[src/rtl/imem_loader_fetch.sv]
// Instruction memory with a streaming program-load port and a 1-cycle fetch port.
// Optional per-word parity protection is enabled by defining IMEM_PARITY_EN.
module imem_loader_fetch #(
  parameter int unsigned INSTR_WIDTH = 36,
  parameter int unsigned ADDR_WIDTH  = 6
) (
  input  logic                   clk,
  input  logic                   rst_n,
  input  logic                   load_start,
  input  logic [ADDR_WIDTH-1:0]  load_base,
  input  logic                   load_valid,
  input  logic [INSTR_WIDTH-1:0] load_data,
  input  logic                   load_last,
  output logic                   load_ready,
  input  logic                   parity_inject,
  output logic [ADDR_WIDTH:0]    load_count,
  output logic                   busy,
  input  logic                   fetch_req,
  input  logic [ADDR_WIDTH-1:0]  fetch_addr,
  output logic                   fetch_ready,
  output logic                   fetch_valid,
  output logic [INSTR_WIDTH-1:0] fetch_instr,
  output logic                   fetch_err
);

  localparam int unsigned DEPTH = 2 ** ADDR_WIDTH;
  localparam int unsigned CNT_W = ADDR_WIDTH + 1;
`ifdef IMEM_PARITY_EN
  localparam int unsigned MEM_W = INSTR_WIDTH + 1;
`else
  localparam int unsigned MEM_W = INSTR_WIDTH;
`endif

  typedef enum logic [1:0] {
    S_IDLE = 2'd0,
    S_LOAD = 2'd1,
    S_RUN  = 2'd2
  } state_t;

  state_t                state;
  logic [ADDR_WIDTH-1:0] ptr;
  logic [MEM_W-1:0]      mem [DEPTH];
  logic [MEM_W-1:0]      wr_word;
  logic [MEM_W-1:0]      rd_word;
  logic                  rd_err;
  logic                  load_fire;
  logic                  fetch_fire;

  // A beat offered in a load_start cycle is dropped: the restart wins.
  assign load_ready = (state == S_LOAD) && !load_start;
  assign load_fire  = load_valid && load_ready;
  assign fetch_fire = fetch_req && (state == S_RUN);
  assign rd_word    = mem[fetch_addr];

`ifdef IMEM_PARITY_EN
  // Extra bit holds even parity of the data, optionally flipped for error injection.
  assign wr_word = {(^load_data) ^ parity_inject, load_data};
  assign rd_err  = ^rd_word;
`else
  logic unused_parity_inject;
  assign unused_parity_inject = parity_inject;
  assign wr_word = load_data;
  assign rd_err  = 1'b0;
`endif

  // Controller: IDLE -> LOAD on load_start, LOAD -> RUN on the last accepted beat.
  always_ff @(posedge clk or negedge rst_n) begin
    if (!rst_n) begin
      state       <= S_IDLE;
      ptr         <= '0;
      load_count  <= '0;
      busy        <= 1'b0;
      fetch_ready <= 1'b0;
    end else begin
      if (load_start) begin
        state       <= S_LOAD;
        ptr         <= load_base;
        load_count  <= '0;
        busy        <= 1'b1;
        fetch_ready <= 1'b0;
      end else if (load_fire) begin
        ptr <= ptr + ADDR_WIDTH'(1);
        if (load_count != CNT_W'(DEPTH)) begin
          load_count <= load_count + CNT_W'(1);
        end
        if (load_last) begin
          state       <= S_RUN;
          busy        <= 1'b0;
          fetch_ready <= 1'b1;
        end
      end
    end
  end

  // Array has no reset so contents survive rst_n.
  always_ff @(posedge clk) begin
    if (load_fire) begin
      mem[ptr] <= wr_word;
    end
  end

  // Registered fetch response; instruction holds when no fetch is accepted.
  always_ff @(posedge clk or negedge rst_n) begin
    if (!rst_n) begin
      fetch_valid <= 1'b0;
      fetch_instr <= '0;
      fetch_err   <= 1'b0;
    end else begin
      fetch_valid <= fetch_fire;
      fetch_err   <= fetch_fire && rd_err;
      if (fetch_fire) begin
        fetch_instr <= rd_word[INSTR_WIDTH-1:0];
      end
    end
  end

endmodule

[config.mk]
export PLATFORM = sky130hd
export DESIGN_NAME = imem_loader_fetch
export DESIGN_NICKNAME = d
export VERILOG_FILES = /design/src/rtl/imem_loader_fetch.sv
export SDC_FILE = /design/constraint.sdc
export NUM_CORES = 2
export LEC_CHECK = 0
export ABC_AREA = 0
export CORE_MARGIN = 4
export CORE_UTILIZATION = 47
export CTS_BUF_LIST = sky130_fd_sc_hd__clkbuf_4 sky130_fd_sc_hd__clkbuf_8
export CTS_CLUSTER_DIAMETER = 80
export DETAILED_ROUTE_END_ITERATION = 10
export PLACE_DENSITY = 0.69
export SLEW_MARGIN = 20
export SYNTH_ARGS = -nofsm -noshare
export SYNTH_HDL_FRONTEND = slang
export SYNTH_SLANG_ARGS = --single-unit
[constraint.sdc]
create_clock -name clk -period 4.53 [get_ports clk]
set_input_delay 0.6795 -clock clk [delete_from_list [all_inputs] [get_ports clk]]
set_output_delay 0.6795 -clock clk [all_outputs]
set_load 0.02 [all_outputs]
# After elaboration in Yosys (flattened, before gate mapping)
# Memory sizes are Yosys's and may differ from the RTL's. A register that Yosys moved wholly into a read port is not among the register bits.
# Index checks and enable logic that the tools add are counted.
# Widths: inputs -> output; s select.
# classes
bitwise_logic	0
n_mul	0
addsub	2
div_mod_pow	0
n_lt_le_gt_ge	0
mux	16
n_eq_ne	3
n_reduce_logical	10
shift	0
# ops
cell	n
$mux 7	3
$mux 6	2
$mux 1	8
$add 7x1->7 const B	1
$ne 7x7->1 const B	1
$add 6x1->6 const B	1
$mux 2	3
$reduce_bool 2->1	3
$reduce_and 2->1	2
$logic_and 1x1->1	3
$eq 2x1->1 const B	1
$eq 2x2->1 const B	1
$logic_not 1->1	2
# totals
romBits	0
n_memories	1
regBits	18
input_bits	55
latch_bits	0
mem_bits_rw	2304
# mem_list
memory	words	width	read_ports	rd_clocked_by_memory_dff	write_ports	line	source
mem	64	36	1	1	1	42	logic [MEM_W-1:0] mem [DEPTH];

# Depth between registers and ports, before layout
# logic_depth
word_depth	5
ltp_mapped	10
depth_no_buf	6

# Worst setup path after synthesis
# OpenSTA, ideal clock, no wires.
# synth_path
path_type	input to register
start	input load_start
end	memory mem[40][0] in the netlist's numbering, enable pin
path_slack_ns	0.306
cell_stages	6
t_arrival_ns	3.795
t_required_ns	4.101
path_cell_list	clkbuf_1 nor3b_1 nand2_1 nor2_1 nand3_1 nor2_1
# synth_via
elab_chain_len	5
# synth_lines
item	line	source
start: declaration	9	input logic load_start,
$logic_not 1->1	50	assign load_ready = (state == S_LOAD) && !load_start;
$logic_and 1x1->1	50	
net load_ready	14	output logic load_ready,
$logic_and 1x1->1	51	assign load_fire = load_valid && load_ready;
$mux 1	97	if (load_fire) begin
$mux 1 (not written as such)	98	mem[ptr] <= wr_word;
end: declaration	42	
# The timed path passes the listed nets, and every way through them passes these cells.

==> metrics.md <==
| Metric | Value |
|---|---|
| Pin count of the biggest net entering global routing | `86` |
| CTS clk-pin slew, worst paths | `0.06 ns` |
| Worst Path Arrival | `3.68 ns` |
| Tmin final | `3.08 ns` |
| Setup_tns | `0 ns` |
| CP max stage cell | `buf_4` |
| TritonCTS clock tree | `done` |
| Synth warnings | `0` |
| Worst-Skew Late Latency | `1.05 ns` |
| Avg Cell Area, Syn | `20.9 µm²` |
| Syn-to-layout area delta | `14.3%` |
| Number of port buffers | `100` |
| Filler instances | `14,149` |
| Fin. Hold Viols | `0` |
| Vias | `45,360` |
| Status | `completed` |
| CP delay by family, top | `simple AND/OR/NAND/NOR gates` |
| Register area share after synthesis | `78.7%` |
| Syn_nets | `4,345` |
| Num rows | `159` |
| # Max-Cap Violations | `0` |
| Total gr overflow | `0` |
| Hold crit path type | `primary input to register` |
| Worst setup EP type | `register` |
| Post-synth top area cell | `edfxtp_1` |
| Fin util | `54.3%` |
| Number of distinct library cells after synthesis | `50` |
| Vias per cell | `6.04` |
| Most frequent cells after synthesis | `edfxtp_1 (2,304), mux2i_1 (504), mux4_2 (324)` |
| Die ar. | `0.198 mm²` |
| Hold_sp | `load_data[4]` |
| Mapped cell area | `0.0896 mm²` |
| Measured slew at the worst slew-check pin | `1.12 ns` |
| Power Total | `43.9 mW` |
| CTS Buf Count | `376` |
| P_leak | `33.5 nW` |
| First-pass GRT wire length | `314,000 µm` |
| Crit Path Class | `register to register` |
| Main synth FF type | `edfxtp_1` |
| DRC violations left | `0` |
| Final Skew | `0.0858 ns` |
| Initial antenna violation count | `11` |
| DIE WIDTH | `445 µm` |
| Flops & latches, synth | `2,356` |
| H-tree depth | `5` |
| Fmax | `325 MHz` |
| Total track usage | `21.7%` |
| RSZ-0062 raised after global routing | `false` |
| Reg area | `0.0705 mm²` |
| Fin. max-slew vios | `0` |
| Slew margin rel. | `25.2%` |
| Core area | `0.189 mm²` |
| Final setup viols | `0` |
| Critical path's largest stage delay | `0.55 ns` |
| Final period utilization | `68.0%` |
| Post-synthesis instance total | `4,287` |
| Pwr dens | `429 mW/mm²` |
| CP Buf/Inv Count | `2` |
| Cell mode on critical path | `buf_4` |
| Max rail drop VDD | `0.322 mV` |
| TritonRoute pass-1 iters | `5` |
| Area of the multi-input gates | `0.0183 mm²` |
| Clk Tree Root Cell | `clkbuf_8` |
| CP max FO | `36` |
| Top post-synthesis cells by area | `edfxtp_1 (77%), mux4_2 (8.1%), mux2i_1 (5.6%), a22oi_1 (1.8%), dfrtp_1 (1.5%)` |
| Clock Sinks | `2,356` |
| Synth async-reset ratio | `2.21%` |
| Min-Delay Endpoint | `mem[47][4]` |
| Die H | `445 µm` |
| Crit path cell chain | `nor3b_1 > nand2_1 > nor2_1 > nand3b_1 > buf_4 > nor2_4 > buf_4` |
| Bufs on Longest Clock Path | `4` |
| Number of synthesized flops with an enable pin | `2,304` |
| Most frequent cell after synthesis | `edfxtp_1` |
| DR WL/cell | `28.9 µm` |
| Reg-to-reg startpoint | `fetch_ready` |
| GPL Wtd Cong | `0.790` |
| Starting Density | `47.5%` |
| Startpoint Class | `register` |
| Ports | `103` |
| Detail Route Antenna Nets | `0` |
| Share of the synthesized area in the top cell type | `77.2%` |
| Worst Reg-to-Reg Cells | `7` |
| FF-to-FF setup slack | `1.45 ns` |
| Detailed router's first-iteration violation count | `4,224` |
| Net count, final | `4,783` |
| Hold Path Stages | `1` |
| Critical Path RT | `5.13 ns` |
| Vias in the first global route | `45,854` |
| Worst r2r dst | `mem[11][31]` |
| Share of layout cells above drive strength 1 | `24.5%` |
| # resized after CTS | `0` |
| WL final | `217,000 µm` |
| DP HPWL | `122,000 µm` |
worst max-delay path by stage:
stage                startpoint     endpoint  slack, ns  cells after the start
floorplan            load_start   mem[40][0]       0.31                      6
global placement     load_start  mem[33][19]       0.82                      8
detailed placement   load_start   mem[9][19]       0.75                      8
CTS                 fetch_ready   load_ready       1.39                      2
global route           state[0]   mem[9][20]       1.37                      7
finish              fetch_ready  mem[11][31]       1.45                      7
kinds of logic (layout without fill, tap and decap cells):
group | after synthesis | count (layout) | share of synthesized area, %
flops | 2356 | 2356 | 78.7
mux | 829 | 829 | 13.8
simple gates | 285 | 285 | 1.59
xor+xnor | 4 | 4 | 0.0391
buf+inv | 253 | 977 | 1.47
other cells | 1 | 6 | 0.00419
fa+ha+maj | 3 | 3 | 0.0419
compound gates | 556 | 556 | 4.40
where the power goes:
group / switching (mW) / total [mW] / internal, mW
Clock: 7.97 / 17.3 / 9.32
Sequential: 0.207 / 24.3 / 24.1
Combinational: 1.43 / 2.31 / 0.875
Total: 9.61 / 43.9 / 34.3
layout by cell type (no fill, tap or decap), types with 5 or more instances in the layout:
cell type           n
a22o_1             36
buf_4             159
nor2_4             67
clkinv_2           46
buf_2              14
edfxtp_1         2304
buf_12             69
nand3b_1            6
clkbuf_8          392
inv_1               5
or2_2               5
o22ai_1           108
nand2_1            49
nor2_1             12
clkinv_1           94
clkdlybuf4s50_1    60
mux4_2            324
clkbuf_4          121
a22oi_1           217
mux2i_1           504
nand3_1            81
o21ai_0             6
nor4_1             37
a211o_1            36
o211ai_1           36
a31oi_1            73
a21oi_1            37
bufinv_16           6
diode_2             5
dfrtp_1            52
what timing repair did:
action / 4_1_cts / 5_1_grt
hold endpoints to repair: 19 / 0
hold buffers: 3 / 0
buffers inserted: 0 / 0
layer usage:
| metal | up-vias | wire length (µm) | GRT usage (%) |
|---|---|---|---|
| li1 | 18958 | - | - |
| met4 | 8 | 8280 | 8.69 |
| met5 | - | 56 | 0 |
| met1 | 23851 | 85000 | 29.3 |
| met2 | 2155 | 105000 | 34.7 |
| met3 | 388 | 18700 | 4.79 |
stage by stage:
step	hold WS [ns]	area (µm²)	instances	worst slack (ns)
finish	0.0820	102000	7511	1.45
floorplan	0.384	89600	4287	0.306
detailed placement	0.483	95200	6837	0.751
CTS	0.0495	102000	7504	1.39
global route	0.0329	102000	7507	1.37
global placement	0.477	95100	6836	0.825
area by class of cell:
cell class	count	area share (%)
diodes	5	0.0122
clock buffers	513	6.15
clock inverters	151	0.790
inverters	5	0.0183
multi-input cells	1678	17.9
flip-flops and latches	2356	68.8
well taps	2495	3.05
repair buffers	308	3.24
flip-flops by register name (all words and copies together) (netlist names):
signal and flops:
mem 2304, fetch_ready 1, load_count 7, state 1, fetch_instr 36, ptr 6, fetch_valid 1
(Power assumes the default switching activity.)
